`src/rtl/systolic_output_collector.sv`:
```
// systolic_output_collector
// Captures the skewed bottom-edge outputs of a systolic array column by
// column, then replays the completed matrix one deskewed row at a time over
// a valid/ready handshake.
//
// state   | meaning
// --------+-------------------------------------------------------------
// IDLE    | waiting for start; column inputs ignored
// COLLECT | each column appends valid words to its own row slot
// DRAIN   | rows presented in ascending order until the last is taken

`ifndef ROWS
`define ROWS 4
`endif
`ifndef COLS
`define COLS 4
`endif

module systolic_output_collector #(
  parameter int WORD_SIZE = 16,
  localparam int IW = (`ROWS > 1) ? $clog2(`ROWS) : 1,
  localparam int CW = $clog2(`ROWS) + 1
) (
  input  logic                         clk,
  input  logic                         rst,
  input  logic                         start,
  input  logic [`COLS*WORD_SIZE-1:0]   bottom_out,
  input  logic [`COLS-1:0]             output_col_valid,
  output logic [`COLS*WORD_SIZE-1:0]   out_row_data,
  output logic [IW-1:0]                out_row_idx,
  output logic                         out_row_valid,
  input  logic                         out_row_ready,
  output logic                         busy,
  output logic                         done,
  output logic                         overflow_err
);

  typedef enum logic [1:0] {
    IDLE    = 2'd0,
    COLLECT = 2'd1,
    DRAIN   = 2'd2
  } state_t;

  localparam logic [CW-1:0] ROWS_C   = CW'(`ROWS);
  localparam logic [IW-1:0] LAST_ROW = IW'(`ROWS - 1);

  state_t               state_q, state_d;
  logic [CW-1:0]        cnt_q [`COLS];
  logic [CW-1:0]        cnt_d [`COLS];
  logic [IW-1:0]        rd_row_q, rd_row_d;
  logic                 valid_q, valid_d;
  logic                 busy_q, busy_d;
  logic                 done_q, done_d;
  logic                 err_q, err_d;
  logic [`COLS-1:0]     wr_en;
  logic                 all_full;

  logic [WORD_SIZE-1:0] row_buf_q [`ROWS][`COLS];

  // Next-state, per-column fill and drain handshake decisions.
  always_comb begin
    state_d  = state_q;
    cnt_d    = cnt_q;
    rd_row_d = rd_row_q;
    err_d    = err_q;
    done_d   = 1'b0;
    wr_en    = '0;
    all_full = 1'b1;

    case (state_q)
      IDLE: begin
        if (start) begin
          state_d = COLLECT;
          for (int c = 0; c < `COLS; c++) begin
            cnt_d[c] = '0;
          end
          err_d = 1'b0;
        end
      end

      COLLECT: begin
        for (int c = 0; c < `COLS; c++) begin
          if (output_col_valid[c]) begin
            if (cnt_q[c] < ROWS_C) begin
              wr_en[c] = 1'b1;
              cnt_d[c] = cnt_q[c] + CW'(1);
            end else begin
              err_d = 1'b1;
            end
          end
        end
        // Judge completion on the updated counts so a column finishing this
        // very cycle still moves us to DRAIN on the next edge.
        for (int c = 0; c < `COLS; c++) begin
          if (cnt_d[c] != ROWS_C) begin
            all_full = 1'b0;
          end
        end
        if (all_full) begin
          state_d  = DRAIN;
          rd_row_d = '0;
        end
      end

      DRAIN: begin
        if (out_row_ready) begin
          if (rd_row_q == LAST_ROW) begin
            state_d  = IDLE;
            rd_row_d = '0;
            done_d   = 1'b1;
          end else begin
            rd_row_d = rd_row_q + IW'(1);
          end
        end
      end

      default: begin
        state_d  = IDLE;
        rd_row_d = '0;
      end
    endcase

    valid_d = (state_d == DRAIN);
    busy_d  = (state_d != IDLE);
  end

  // Control state and registered status outputs; reset clears them at once.
  always_ff @(posedge clk or posedge rst) begin
    if (rst) begin
      state_q  <= IDLE;
      rd_row_q <= '0;
      valid_q  <= 1'b0;
      busy_q   <= 1'b0;
      done_q   <= 1'b0;
      err_q    <= 1'b0;
      for (int c = 0; c < `COLS; c++) begin
        cnt_q[c] <= '0;
      end
    end else begin
      state_q  <= state_d;
      rd_row_q <= rd_row_d;
      valid_q  <= valid_d;
      busy_q   <= busy_d;
      done_q   <= done_d;
      err_q    <= err_d;
      for (int c = 0; c < `COLS; c++) begin
        cnt_q[c] <= cnt_d[c];
      end
    end
  end

  // Result storage; contents are only ever read after being written, so no reset.
  always_ff @(posedge clk) begin
    for (int c = 0; c < `COLS; c++) begin
      if (wr_en[c]) begin
        row_buf_q[cnt_q[c][IW-1:0]][c] <= bottom_out[c*WORD_SIZE +: WORD_SIZE];
      end
    end
  end

  // Present the current row; forced to zero whenever no row is offered.
  always_comb begin
    out_row_data = '0;
    if (valid_q) begin
      for (int c = 0; c < `COLS; c++) begin
        out_row_data[c*WORD_SIZE +: WORD_SIZE] = row_buf_q[rd_row_q][c];
      end
    end
  end

  assign out_row_idx   = rd_row_q;
  assign out_row_valid = valid_q;
  assign busy          = busy_q;
  assign done          = done_q;
  assign overflow_err  = err_q;

endmodule

```
`config.mk`:
```
export PLATFORM = sky130hd
export DESIGN_NAME = systolic_output_collector
export DESIGN_NICKNAME = d
export VERILOG_FILES = /design/src/rtl/systolic_output_collector.sv
export SDC_FILE = /design/constraint.sdc
export NUM_CORES = 1
export LEC_CHECK = 0
export ABC_AREA = 1
export BUFFER_PORTS_ARGS = -buffer_cell sky130_fd_sc_hd__buf_2
export CAP_MARGIN = 20
export CORE_MARGIN = 10
export CORE_UTILIZATION = 40
export DETAILED_ROUTE_END_ITERATION = 10
export PLACE_DENSITY = 0.66
export SYNTH_ARGS = -nofsm -noshare
export SYNTH_HDL_FRONTEND = slang
export SYNTH_SLANG_ARGS = --single-unit
```
`constraint.sdc`:
```
create_clock -name clk -period 4.8 [get_ports clk]
set_clock_uncertainty 0.1 [all_clocks]
set_input_delay 0.72 -clock clk [delete_from_list [all_inputs] [get_ports clk]]
set_output_delay 0.72 -clock clk [all_outputs]
set_load 0.03 [all_outputs]
```
# Word-level counts from Yosys, hierarchy flattened
# Memory sizes are Yosys's and may differ from the RTL's.
# Index checks and enable logic that the tools add are counted.
# word_totals
reg_bits,20
latchBits,0
ram_bits,256
rom_bits,0
inputBits,72
wordCells,96
mem_count,1
# op_classes
add_sub_neg,5
mul,0
n_div,0
order_cmp,4
n_eq_ne,11
n_shift,0
n_mux,59
n_bitwise,1
n_reduce_logical,5
# memory_table
name,depth,width,read_ports,rd_clocked_by_memory_dff,write_ports,line_no,rtl
row_buf_q,4,64,1,0,4,58,logic [WORD_SIZE-1:0] row_buf_q [`ROWS][`COLS];
# ops
op,n
$mux 64,1
$mux 3,12
$mux 1,33
$pmux 12 s2,1
$mux 2,7
$add 3x1->3 const B,4
$lt 3x3->1 const B,4
$mux 12,1
$ne 3x3->1 const B,4
$pmux 2 s3,2
$eq 2x2->1 const B,3
$ne 2x2->1 const B,3
$mux 4,1
$reduce_bool 2->1,2
$reduce_and 3->1,1
$add 2x1->2 const B,1
$eq 2x1->1 const B,1
$logic_not 2->1,1
$pmux 1 s2,1
$reduce_and 2->1,1
$not 1->1,1

# Logic depth before layout (Yosys ltp)
# logic_depth
word_depth,13
depth_mapped,11
mapped_depth_nobuf,11

# Least setup slack after synthesis
# No wires, ideal clock.
# synth_timing
path_kind,reg-to-output
from,register rd_row_q[0] (netlist: out_row_idx[0])
to,output out_row_data[12]
arrival_ns,1.693
required_ns,3.980
path_slack_ns,2.287
stages_incl_launch_ff,8
path_buffers,3
path_cell_list,dfrtp_1 -> buf_2 -> buf_6 -> buf_4 -> nor2_1 -> nor2_1 -> o21ai_0 -> a21oi_1
# synth_via
elab_chain_len,2
# synth_rtl
item,line_no,rtl
"start, declared",50,"logic [IW-1:0] rd_row_q, rd_row_d;"
"start signal, assigned",141,rd_row_q <= rd_row_d;
$mem_v2 4x64,n/a,
$mux 64,164,if (valid_q) begin
"end, declared",29,"output logic [`COLS*WORD_SIZE-1:0] out_row_data,"
# No other way between the ends.

# Worst setup path in the final report
# layout_timing
from,register rd_row_q[0] (netlist: out_row_idx[0])
to,output out_row_data[22]
# Same word-level chain as after synthesis.

==> flow_metrics.tcl <==
set metrics [dict create \
    status "finished clean" \
    synth_seq_cells 276 \
    ys_top_cells_by_area "edfxtp_1 68%, nor2_1 9.2%, dfrtp_1 4.4%" \
    drc_errors 0 \
    avgRoutedWirePerCell_um 17.7 \
    syn-cell-area_sq_um 11300 \
    post-cts-setup-buffers 0 \
    slowest_stage "dfrtp_4" \
    finalNetCount 1176 \
    fmax_mhz 245 \
    synthFlopType "edfxtp_1" \
    final_cell_mix "275 x nor2_1, 256 x edfxtp_1, 141 x buf_2" \
    worst_pin_slew_ps 1070 \
    setup_viol 0 \
    die-area_sq_um 35300 \
    die_h_um 188 \
    routed_wl_mm 26.4 \
    cp.required_ps 3980 \
    powerDensity_nw_per_um2 426 \
    cp_max_fo 54 \
    rsz0062_at_grt "no" \
    whs_ps 232 \
    leakage_uw 0.00508 \
    htreeDepth 1 \
    synth_edf_count 256 \
    startpoint_type "register" \
    maxSlewViolCount 0 \
    cts_tree "yes" \
    cts_hold_buf 0 \
    cts_buffers 29 \
    vdd_ir_drop_max_mv 0.281 \
    place.gp.congestion 0.794 \
    drive_gt1_share_pct 21.8 \
    final_antenna_net_count 0 \
    async_reset_ff_share_pct 7.25 \
    period_needed_ps 4080 \
    grt_pass1_vias 7444 \
    initial_utilization_pct 40.6 \
    core_sq_um 27800 \
    clock-root-buffer "clkbuf_16" \
    drtIter0Drc 488 \
    critPathCaptureType "primary output" \
    yosys_warnings 0 \
    avgSynthCellArea_sq_um 12.0 \
    relSlewSlack_pct 28.9 \
    cts.clk_slew.worst_paths_ps 60 \
    cts_buffer_depth 3 \
    fillers 2486 \
    grt_max_degree 90 \
    finalCritPeriodShare_pct 85.1 \
    hold_viol 0 \
    synth.distinct_cells 29 \
    rows 61 \
    grt_antenna_before_repair 6 \
    grt_pass1_wl_mm 41.2 \
    syn_nets 1030 \
    viasPerCell 4.99 \
    syn_inst 941 \
    synth_area_leader_cell "edfxtp_1" \
    drt_pass1_iterations 4 \
    tns_ps 0 \
    cp_cell_sequence "clkinv_2 > buf_4 > buf_4 > o21ai_0 > a21oi_1 > buf_2" \
    seqCellArea_sq_um 8190 \
    port_buffers 141 \
    dpl.hpwl_mm 16.0 \
    multi_input_area_sq_um 2660 \
    crit_type "reg -> out" \
    hp-class "in -> async" \
    io_pins 142 \
    path_common_cell "buf_4" \
    clock_sinks 276 \
    ys_seq_area_share_pct 72.5 \
    cp_slowest_stage_delay_ps 690 \
    maxCapViolCount 0 \
    post_cts_resized 0 \
    final_common_cell "nor2_1" \
    netlist.area_leader.share_pct 68.1 \
    insertion_delay_ps 540 \
    grt_usage_pct 14.5 \
    arrival_ps 3260 \
    grt.overflow.total 0 \
    fp.dieW_um 188 \
    areaGrowthSynthToFinish_pct 18.4 \
    num_vias 7434 \
]
==> state kept, by name, summed over array words and instances (netlist names) <==
register and count:
overflow_err 1, out_row_valid 1, cnt_q 12, done 1, row_buf_q 256, state_q 2, busy 1, out_row_idx 2
==> critical path: cells and delay by family, from the launching register on <==
family | cells | cell delay (ps)
AO/OA/AOI/OAI | 2 | 380
flip-flops | 1 | 690
buffers and inverters | 4 | 1620
==> layout make-up <==
cell class	count	area share, %
inverters	46	1.30
clock buffers	31	5.48
clock inverters	23	1.79
well taps	378	3.54
multi-input cells	570	19.9
diodes	3	0.0561
repair buffers	164	6.65
flip-flops and latches	276	61.3
==> Yosys cell counts (all sizes together), types with 8 or more instances <==
master and count:
dfrtp 20, a21oi 66, ha 17, nand3 8
inv 46, clkbuf 23, nand2 45, o22ai 8
nor2 283, buf 26, edfxtp 256, o21ai 138
==> where the power goes <==
part / internal, uW / switching, uW / leakage (uW)
Combinational: 219 / 460 / 0.00210
Clock: 1330 / 926 / 0.000464
Sequential: 2700 / 60.9 / 0.00252
Total: 4250 / 1450 / 0.00508
==> per-layer routing <==
metal  track usage [%]  wire [um]  vias to the layer above  share of wire [%]
met1              18.0      11000                     3612                 42
met5                 0         17                        -              0.065
li1                  -          -                     3574                  -
met3              3.10       1640                       48                6.2
met4              4.74        578                        4                2.2
met2              24.6      13100                      196                 50
==> path summary, 6_finish.rpt <==
check	start	to	cells past startpoint	slack, ps
worst max-delay path	out_row_idx[0]$_DFFE_PP0P_	out_row_data[22]	6	720
worst min-delay path	rst	done$_DFF_PP0_	2	230
worst max register to register	out_row_idx[1]$_DFFE_PP0P_	busy$_DFF_PP0_	7	2640
worst min register to register	overflow_err$_DFFE_PP0P_	overflow_err$_DFFE_PP0P_	2	470
max in group asynchronous	rst	out_row_idx[0]$_DFFE_PP0P_	2	3770
min in group clk	bottom_out[37]	row_buf_q[1][21]$_DFFE_PP_	1	290
==> per-stage QoR <==
step	instance area [sq um]	power, uW	worst slack (ps)	utilization (%)	std cells
floorplan	11300	3310	2290	-	941
global placement	12400	3470	1260	44.5	1432
detailed placement	12400	3490	1220	44.5	1432
CTS	13300	5740	641	48.0	1486
global route	13400	5950	451	48.1	1489
finish	13400	5700	717	48.1	1491
==> kinds of logic after synthesis <==
logic type	after synthesis	share of synthesized area [%]
DFF	276	72.5
and+or+nand+nor	340	12.1
adders and majority gates	17	1.88
buffers and inverters	95	3.94
AOI/OAI and AO/OA	213	9.60
(Power assumes the default switching activity.)
